--- src/rtl/time_disp_pkg.sv ---
// Shared constants and types for the multiplexed 7-segment time display.
// Segment codes are active-low and ordered {g,f,e,d,c,b,a}.
package time_disp_pkg;

  localparam logic [6:0] SEG_BLANK = 7'h7F;
  localparam logic [6:0] SEG_DASH  = 7'h3F;
  localparam logic [3:0] AN_OFF    = 4'hF;

  localparam logic [6:0] SEG_0 = 7'h40;
  localparam logic [6:0] SEG_1 = 7'h79;
  localparam logic [6:0] SEG_2 = 7'h24;
  localparam logic [6:0] SEG_3 = 7'h30;
  localparam logic [6:0] SEG_4 = 7'h19;
  localparam logic [6:0] SEG_5 = 7'h12;
  localparam logic [6:0] SEG_6 = 7'h02;
  localparam logic [6:0] SEG_7 = 7'h78;
  localparam logic [6:0] SEG_8 = 7'h00;
  localparam logic [6:0] SEG_9 = 7'h10;

  typedef logic [1:0] slot_t;

  typedef enum logic {
    ST_IDLE  = 1'b0,
    ST_FLASH = 1'b1
  } flash_state_e;

endpackage

--- src/rtl/seg7_decode.sv ---
// Combinational BCD to active-low 7-segment decoder; non-BCD values show a dash.
module seg7_decode
  import time_disp_pkg::*;
(
  input  logic [3:0] digit_i,
  output logic [6:0] seg_o
);

  always_comb begin
    seg_o = SEG_DASH;
    case (digit_i)
      4'd0:    seg_o = SEG_0;
      4'd1:    seg_o = SEG_1;
      4'd2:    seg_o = SEG_2;
      4'd3:    seg_o = SEG_3;
      4'd4:    seg_o = SEG_4;
      4'd5:    seg_o = SEG_5;
      4'd6:    seg_o = SEG_6;
      4'd7:    seg_o = SEG_7;
      4'd8:    seg_o = SEG_8;
      4'd9:    seg_o = SEG_9;
      default: seg_o = SEG_DASH;
    endcase
  end

endmodule

--- src/rtl/time_display_driver.sv ---
// Drives a 4-digit multiplexed display as M.SS from snapshotted BCD digits,
// and flashes the display a fixed number of times when time_out rises.
module time_display_driver
  import time_disp_pkg::*;
#(
  parameter int SCAN_DIV      = 100000,
  parameter int GUARD         = 16,
  parameter int BLINK_DIV     = 25000000,
  parameter int FLASH_TOGGLES = 6
) (
  input  logic       clk_in,
  input  logic       reset,
  input  logic       enable,
  input  logic [3:0] A,
  input  logic [3:0] B,
  input  logic [3:0] C,
  input  logic       time_out,
  output logic [3:0] an,
  output logic [6:0] seg,
  output logic       dp
);

  localparam int PW = (SCAN_DIV > 1) ? $clog2(SCAN_DIV) : 1;
  localparam int BW = (BLINK_DIV > 1) ? $clog2(BLINK_DIV) : 1;
  localparam int FW = $clog2(FLASH_TOGGLES + 1);

  localparam logic [PW-1:0] PCNT_LAST = PW'(SCAN_DIV - 1);
  localparam logic [PW-1:0] GUARD_V   = PW'(GUARD);
  localparam logic [BW-1:0] BCNT_LAST = BW'(BLINK_DIV - 1);
  localparam logic [FW-1:0] FCNT_LOAD = FW'(FLASH_TOGGLES);

  logic [PW-1:0] pcnt_q, pcnt_d;
  slot_t         slot_q, slot_d;
  logic [3:0]    snap_a_q, snap_b_q, snap_c_q;
  logic          to_s1_q, to_s2_q, to_s3_q;
  flash_state_e  state_q, state_d;
  logic [FW-1:0] fcnt_q, fcnt_d;
  logic [BW-1:0] bcnt_q, bcnt_d;
  logic          phase_on_q, phase_on_d;
  logic [3:0]    an_q, an_d;
  logic [6:0]    seg_q, seg_d;
  logic          dp_q, dp_d;

  logic          frame_end;
  logic          to_rise;
  logic          blank;
  logic [3:0]    digit;
  logic [6:0]    digit_seg;

  assign frame_end = (pcnt_q == PCNT_LAST) && (slot_q == 2'd3);
  assign to_rise   = to_s2_q & ~to_s3_q;
  assign blank     = (pcnt_q < GUARD_V) || !enable || !phase_on_q;

  always_comb begin
    pcnt_d = pcnt_q + 1'b1;
    slot_d = slot_q;
    if (pcnt_q == PCNT_LAST) begin
      pcnt_d = '0;
      slot_d = slot_q + 2'd1;
    end
  end

  // A rise always (re)starts the full sequence, whether idle or mid-flash.
  always_comb begin
    state_d    = state_q;
    fcnt_d     = fcnt_q;
    bcnt_d     = bcnt_q;
    phase_on_d = phase_on_q;
    if (to_rise) begin
      state_d    = ST_FLASH;
      fcnt_d     = FCNT_LOAD;
      bcnt_d     = '0;
      phase_on_d = 1'b0;
    end else if (state_q == ST_FLASH) begin
      if (bcnt_q == BCNT_LAST) begin
        bcnt_d     = '0;
        fcnt_d     = fcnt_q - 1'b1;
        phase_on_d = ~phase_on_q;
        if (fcnt_q == FW'(1)) begin
          state_d    = ST_IDLE;
          phase_on_d = 1'b1;
        end
      end else begin
        bcnt_d = bcnt_q + 1'b1;
      end
    end
  end

  always_comb begin
    digit = snap_c_q;
    case (slot_q)
      2'd0:    digit = snap_c_q;
      2'd1:    digit = snap_b_q;
      2'd2:    digit = snap_a_q;
      default: digit = snap_c_q;
    endcase
  end

  seg7_decode u_decode (
    .digit_i (digit),
    .seg_o   (digit_seg)
  );

  // dp tracks the slot only; with the anodes off it is not visible anyway.
  always_comb begin
    an_d  = AN_OFF;
    seg_d = SEG_BLANK;
    dp_d  = (slot_q != 2'd2);
    if (!blank && (slot_q != 2'd3)) begin
      an_d  = ~(4'b0001 << slot_q);
      seg_d = digit_seg;
    end
  end

  always_ff @(posedge clk_in) begin
    if (reset) begin
      pcnt_q     <= '0;
      slot_q     <= '0;
      snap_a_q   <= '0;
      snap_b_q   <= '0;
      snap_c_q   <= '0;
      to_s1_q    <= 1'b0;
      to_s2_q    <= 1'b0;
      to_s3_q    <= 1'b0;
      state_q    <= ST_IDLE;
      fcnt_q     <= '0;
      bcnt_q     <= '0;
      phase_on_q <= 1'b1;
      an_q       <= AN_OFF;
      seg_q      <= SEG_BLANK;
      dp_q       <= 1'b1;
    end else begin
      pcnt_q     <= pcnt_d;
      slot_q     <= slot_d;
      to_s1_q    <= time_out;
      to_s2_q    <= to_s1_q;
      to_s3_q    <= to_s2_q;
      state_q    <= state_d;
      fcnt_q     <= fcnt_d;
      bcnt_q     <= bcnt_d;
      phase_on_q <= phase_on_d;
      an_q       <= an_d;
      seg_q      <= seg_d;
      dp_q       <= dp_d;
      if (frame_end) begin
        snap_a_q <= A;
        snap_b_q <= B;
        snap_c_q <= C;
      end
    end
  end

  assign an  = an_q;
  assign seg = seg_q;
  assign dp  = dp_q;

endmodule

--- config.mk ---
export PLATFORM = sky130hd
export DESIGN_NAME = time_display_driver
export DESIGN_NICKNAME = d
export VERILOG_FILES = /design/src/rtl/time_disp_pkg.sv /design/src/rtl/seg7_decode.sv /design/src/rtl/time_display_driver.sv
export SDC_FILE = /design/constraint.sdc
export NUM_CORES = 1
export LEC_CHECK = 0
export BUFFER_PORTS_ARGS = -buffer_cell sky130_fd_sc_hd__clkbuf_2
export CORE_MARGIN = 2
export CORE_UTILIZATION = 51
export CTS_CLUSTER_DIAMETER = 80
export DETAILED_ROUTE_END_ITERATION = 7
export GPL_TIMING_DRIVEN = 0
export PLACE_DENSITY = 0.72
export SETUP_SLACK_MARGIN = 0.15
export SLEW_MARGIN = 20
export SYNTH_ARGS = -nofsm -noshare
export SYNTH_HDL_FRONTEND = slang
export SYNTH_SLANG_ARGS = --single-unit
--- constraint.sdc ---
create_clock -name clk_in -period 3.33 [get_ports clk_in]
set_input_delay 0.333 -clock clk_in [delete_from_list [all_inputs] [get_ports clk_in]]
set_output_delay 0.333 -clock clk_in [all_outputs]
set_load 0.05 [all_outputs]
# Word-level counts from Yosys, hierarchy flattened
# Memories as Yosys holds them, arrays and structs flattened. A register that Yosys moved wholly into a read port is not among the register bits.
# Cells that the tools add are included.
dict set report totals {
  ff_bits 69
  romBits 112
  input_bits 16
  output_inout_bits 12
  n_memories 1
}
# memory words width read_ports rd_ports_with_merged_regs wr line_no
set mem_list {}
lappend mem_list {{(name not given)} 16 7 1 1 0 seg7_decode.sv:11} ;# case (digit_i)
dict set report classes {
  add_sub_neg 4
  order_cmp 1
  n_eq_ne 8
  n_shift 1
  mux 13
  bitwise 5
  reduce_logical 14
}
# op n
set ops {}
lappend ops {{adder 25 x 1 -> 25 bit, second input constant} 1}
lappend ops {{equality test 25 bit, second input constant} 1}
lappend ops {{2-to-1 mux 25 bit} 1}
lappend ops {{adder 17 x 1 -> 17 bit, second input constant} 1}
lappend ops {{equality test 17 bit, second input constant} 1}
lappend ops {{less-than comparator 17 x 5 -> 1 bit, second input constant} 1}
lappend ops {{2-to-1 mux 3 bit} 3}
lappend ops {{2-to-1 mux 1 bit} 8}
lappend ops {{one-hot mux 4 bit (2 select lines)} 1}
lappend ops {{OR reduction 2 bit} 3}
lappend ops {{equality test 2 bit, second input constant} 2}
lappend ops {{!= test 2 bit, second input constant} 2}
lappend ops {{NOT 4 bit} 1}
lappend ops {{AND reduction 2 bit} 2}
lappend ops {{nonzero test 2 bit} 2}
lappend ops {{<< shifter 1 x 2 -> 4 bit, first input constant} 1}
lappend ops {{equality test 3 x 1 -> 1 bit, second input constant} 1}
lappend ops {{zero test 1 bit} 3}
lappend ops {{NOT 1 bit} 3}
lappend ops {{subtractor 3 x 1 -> 3 bit, second input constant} 1}
lappend ops {{adder 2 x 1 -> 2 bit, second input constant} 1}
lappend ops {{equality test 2 x 1 -> 1 bit, second input constant} 1}
lappend ops {{logical AND 1 bit} 2}
lappend ops {{logical OR 1 bit} 2}
lappend ops {{AND 1 bit} 1}

# Logic depth before layout (Yosys ltp)
dict set report depth {
  word_depth 7
  depth_mapped 12
}

# Modules after synthesis
# Synthesis repeated with hierarchy kept, for this count alone.
dict set report hier_totals {
  hier_cells 414
  area_unflattened_um2 3621.0
}
# module n_inst cells_per_inst area_each_um2 seq_area_each_um2
set by_module_without_submodules {}
lappend by_module_without_submodules {time_display_driver 1 383 3380.7 1521.5}
lappend by_module_without_submodules {seg7_decode 1 31 240.2 0.0}

# Worst setup path before layout
# No wires, ideal clock.
dict set report synth_timing {
  path_type {register -> register}
  from {register slot_q[0]}
  to {register seg_q[5], in the netlist seg[5]}
  arrival_time_ns 2.387
  required_ns 3.264
  slack_ns 0.877
  stages_incl_launch_ff 12
  n_path_buf 2
  path_cell_list {dfxtp_1 > inv_1 > ha_1 > clkbuf_1 > clkbuf_1 > nor2_1 > a21oi_1 > inv_1 > ha_1 > mux2_2 > a211o_1 > nand3_1}
}
dict set report synth_between {
  elab_chain_len 4
}
# element line_no
set synth_rtl {}
lappend synth_rtl {{start, declared} time_display_driver.sv:33} ;# slot_t slot_q, slot_d;
lappend synth_rtl {{start signal, assigned} time_display_driver.sv:134} ;# slot_q <= slot_d;
lappend synth_rtl {{!= test 2 bit} time_display_driver.sv:109} ;# if (!blank && (slot_q != 2'd3)) begin
lappend synth_rtl {{logical AND 1 bit} time_display_driver.sv:109}
lappend synth_rtl {{NOT 1 bit (no source line)} n/a}
lappend synth_rtl {{OR reduction 2 bit (no source line)} n/a}
lappend synth_rtl {{end, declared} time_display_driver.sv:41} ;# logic [6:0] seg_q, seg_d;
# Parallel ways exist; a longest one is shown, timed or not.
# A chain may end at the register's enable or synchronous reset.

# Final worst setup path
# Ends and elaborated chain as after synthesis.

==> metrics.txt <==
total I/O pin count=28; count of nets after finishing=~490; Worst Hold Launch=B[0]; number of iterations in the first detailed-routing pass=4; ys flop type=sky130_fd_sc_hd__dfxtp_1; Sequential Area=approximately 1500 µm²; worst max-slew margin expressed relative to the limit=0.460; Setup TNS=0 ns; multi-input gate area in the final layout=roughly 1900 µm²; maximum buffer depth of the clock tree=2; cell depth of the worst min-delay path=3; port bufs=27; endpoints failing hold=0; portion of synthesized cell area occupied by the leading cell type=0.423; clock input transition at the sequential cells of the worst setup and hold paths=0.07 ns; signed area change from the synthesized netlist to the final layout=12.1%; area of the die=about 7700 µm²; register bit total from synthesis=76; DRC=0; post-detailed-route count of antenna-violating nets=0; core area=6790 µm²; count of max-cap constraint violations=0; number of enable-type register cells in the synthesized netlist=0; clock skew=~0.0091 ns; setup repair bufs after CTS=0; Slowest-stage cell, CP=sky130_fd_sc_hd__dfxtp_1; estimated wirelength of the detail-placed design=5.50 mm; RR Startpoint=slot_q[0]; Die X-Extent=88.0 µm; leakage component of the power=between 1 and 1.5 nW; CP Launch Type=register; path type of the worst setup path=reg -> reg; number of clock sinks=76; post-layout worst setup margin=0.413 ns; Filler cells=between 600 and 700; pin count of the biggest net entering global routing=12; number of distinct library cells after synthesis=44; wire length of the first global-routing pass=13.3 mm; vias in the first global route=2872; cell types occupying the most area after synthesis=sky130_fd_sc_hd__dfxtp_1 42%, sky130_fd_sc_hd__nand4_1 4.7%, sky130_fd_sc_hd__xnor2_1 4.6%, sky130_fd_sc_hd__a21oi_1 4.6%, sky130_fd_sc_hd__ha_1 4.5%; portion of the clock cycle consumed by the worst path in the final layout=0.876; root buffer cell=sky130_fd_sc_hd__clkbuf_8; latest clock arrival within the worst-skew pair=0.34 ns; initial antenna violation count=0; Inserted Clock Buffers=9; CTS tree=done; Final Routed Wirelength=roughly 7.8 mm; Cells after Synth=approximately 420; number of rows created at floorplan=30; maximum net fanout on the critical path=10; average wire per standard cell=about 14 µm; Post-Syn Area=about 3600 µm²; effective utilization at floorplan=0.529; r2r setup slk=0.41 ns; total routing usage reported by global routing=0.215; deepest level of the CTS H-tree=3; Final Wtd Congestion=between 0.8 and 0.9; fraction of final layout cells sized beyond drive strength 1=0.108; Initial DRC Count=200; final standard cell utilization of the core=0.593; vias after detailed routing=between 3000 and 4000; Max stage delay on crit path=roughly 0.38 ns; power density relative to cell area=401 nW/µm²; highest achievable clock rate=343 MHz; outcome=complete, no violations; number of cells on the worst reg-to-reg path=11; number of synthesis warnings=0; Resized cells post-CTS=0; start point of the critical path=slot_q[0]; Hold WS=0.223 ns; worst slack at placement=0.483 ns; library cell occupying the most area in the post-synthesis netlist=sky130_fd_sc_hd__dfxtp_1; number of buffers inserted for hold repair after clock tree synthesis=0; type of the tightest min-delay check=in -> reg; ordered list of cells on the worst path=inv_1 -> ha_1 -> clkbuf_1 -> clkbuf_1 -> nor2_1 -> a21oi_1 -> inv_1 -> ha_1 -> mux2_2 -> a211o_1 -> nand3_1; Mapped Avg Cell Area=~8.5 µm²; DIE HEIGHT=about 88 µm; total nets after synthesis=about 450; arrival time of the worst setup path=~3.2 ns; shortest clock period the worst path allows after layout=a little under 3 ns; grt ovf=0; sequential share of the synthesized area=0.423; peak supply drop=between 0.2 and 0.25 mV; Tightest Pin Transition=0.807 ns; total count of max-transition violations in the final report=0; ys async rst share=0; unrepaired setup endpoints after global routing=false; drt via density=5.72; data required time at the worst endpoint=3.61 ns; final setup violation count=0; number of inserted diodes=0; kind of capture point of the worst setup path=register
==> path summary, 6_finish.rpt <==
| kind | end |
|---|---|
| min reg2reg | to_s2_q |
| max | seg[5] |
| min | snap_b_q[0] |
| max reg2reg | seg[5] |
==> worst max-delay path: cells and delay by family, from the launching register on <==
family | cells | cell delay (ns)
adder cells (fa/ha/maj) | 2 | 0.53
AO/OA/AOI/OAI | 2 | 0.63
AND/OR/NAND/NOR | 2 | 0.18
multiplexers | 1 | 0.27
buffers and inverters | 4 | 0.88
flip-flops | 1 | 0.38
==> metal layers <==
metal	global-route usage	routed length (µm)
met3	0.0481	270
met2	0.324	3570
met4	0.0839	142
met5	0	0
met1	0.300	3800
==> power by group <==
part	switching (mW)	internal, mW
clock network	0.312	0.332
registers	0.00655	0.917
logic	0.0309	0.0179
==> area by class of cell <==
| class | count | share of cell area |
|---|---|---|
| multi-input combinational | 308 | 0.478 |
| clock buffer | 15 | 0.0438 |
| timing repair buffer | 27 | 0.0335 |
| tap | 96 | 0.0298 |
| inverter | 17 | 0.0158 |
| clock inverter | 1 | 0.00124 |
| buffer | 21 | 0.0208 |
| sequential | 76 | 0.377 |
==> cell families (layout without fill, tap and decap cells) <==
group,Yosys count,after routing,share of synthesized area
compound gates,94,94,0.160
xor+xnor,24,24,0.0585
fa+ha+maj,13,13,0.0452
buf+inv,38,81,0.0411
flops,76,76,0.423
mux,4,4,0.0115
other cells,1,1,0.00104
simple gates,172,172,0.259
==> synthesized netlist by cell type (3+ instances only) <==
library cell	count
sky130_fd_sc_hd__a21oi_1	33
sky130_fd_sc_hd__or3_1	13
sky130_fd_sc_hd__nor2_1	39
sky130_fd_sc_hd__nand3_1	22
sky130_fd_sc_hd__o31ai_1	18
sky130_fd_sc_hd__a21o_1	3
sky130_fd_sc_hd__xor2_1	5
sky130_fd_sc_hd__or4_1	7
sky130_fd_sc_hd__mux2i_1	3
sky130_fd_sc_hd__nand2_1	18
sky130_fd_sc_hd__nor4_1	10
sky130_fd_sc_hd__xnor2_1	19
sky130_fd_sc_hd__and2_1	6
sky130_fd_sc_hd__nor3_1	11
sky130_fd_sc_hd__a211oi_1	4
sky130_fd_sc_hd__nor2b_1	5
sky130_fd_sc_hd__inv_1	17
sky130_fd_sc_hd__clkbuf_1	17
sky130_fd_sc_hd__and4_1	3
sky130_fd_sc_hd__a31oi_1	3
sky130_fd_sc_hd__buf_2	4
sky130_fd_sc_hd__ha_1	13
sky130_fd_sc_hd__a22oi_1	4
sky130_fd_sc_hd__dfxtp_1	76
sky130_fd_sc_hd__nand4_1	27
sky130_fd_sc_hd__o21ai_0	20
sky130_fd_sc_hd__and3_1	3
==> flip-flops by register name (all words and copies together), names as in the netlist <==
| register | flops |
|---|---|
| state_q | 1 |
| fcnt_q | 3 |
| an | 4 |
| to_s3_q | 1 |
| dp | 1 |
| snap_c_q | 4 |
| snap_a_q | 4 |
| bcnt_q | 25 |
| pcnt_q | 17 |
| snap_b_q | 4 |
| phase_on_q | 1 |
| to_s1_q | 1 |
| seg | 7 |
| to_s2_q | 1 |
| slot_q | 2 |
==> per-stage QoR <==
| step | instances | power [mW] | instance area, µm² |
|---|---|---|---|
| 4_1_cts | 561 | 1.63 | 4030 |
| 6_report | 561 | 1.62 | 4030 |
| 3_5_place_dp | 545 | 0.993 | 3850 |
| 2_1_floorplan | 422 | 0.972 | 3590 |
| 3_3_place_gp | 545 | 0.992 | 3850 |
| 5_1_grt | 561 | 1.68 | 4030 |
==> placed cells by master (no fill, tap or decap), types with 2 or more instances in the layout <==
cell,count
sky130_fd_sc_hd__a211oi_1,4
sky130_fd_sc_hd__nor2_1,39
sky130_fd_sc_hd__mux2i_1,3
sky130_fd_sc_hd__and3_1,3
sky130_fd_sc_hd__dfxtp_1,76
sky130_fd_sc_hd__nor4_1,10
sky130_fd_sc_hd__xor2_1,5
sky130_fd_sc_hd__clkbuf_8,12
sky130_fd_sc_hd__a22oi_1,4
sky130_fd_sc_hd__or3_1,13
sky130_fd_sc_hd__nand3_1,22
sky130_fd_sc_hd__nand4_1,27
sky130_fd_sc_hd__o31ai_1,18
sky130_fd_sc_hd__ha_1,13
sky130_fd_sc_hd__buf_2,4
sky130_fd_sc_hd__nand2b_1,2
sky130_fd_sc_hd__a21oi_1,33
sky130_fd_sc_hd__and4_1,3
sky130_fd_sc_hd__a31oi_1,3
sky130_fd_sc_hd__nor3_1,11
sky130_fd_sc_hd__o21ai_0,20
sky130_fd_sc_hd__a21o_1,3
sky130_fd_sc_hd__xnor2_1,19
sky130_fd_sc_hd__or4_1,7
sky130_fd_sc_hd__o311ai_1,2
sky130_fd_sc_hd__clkbuf_1,20
sky130_fd_sc_hd__clkbuf_2,27
sky130_fd_sc_hd__inv_1,17
sky130_fd_sc_hd__nand2_1,18
sky130_fd_sc_hd__nor2b_1,5
sky130_fd_sc_hd__and2_1,6
Power figures use the tool's default switching activity.
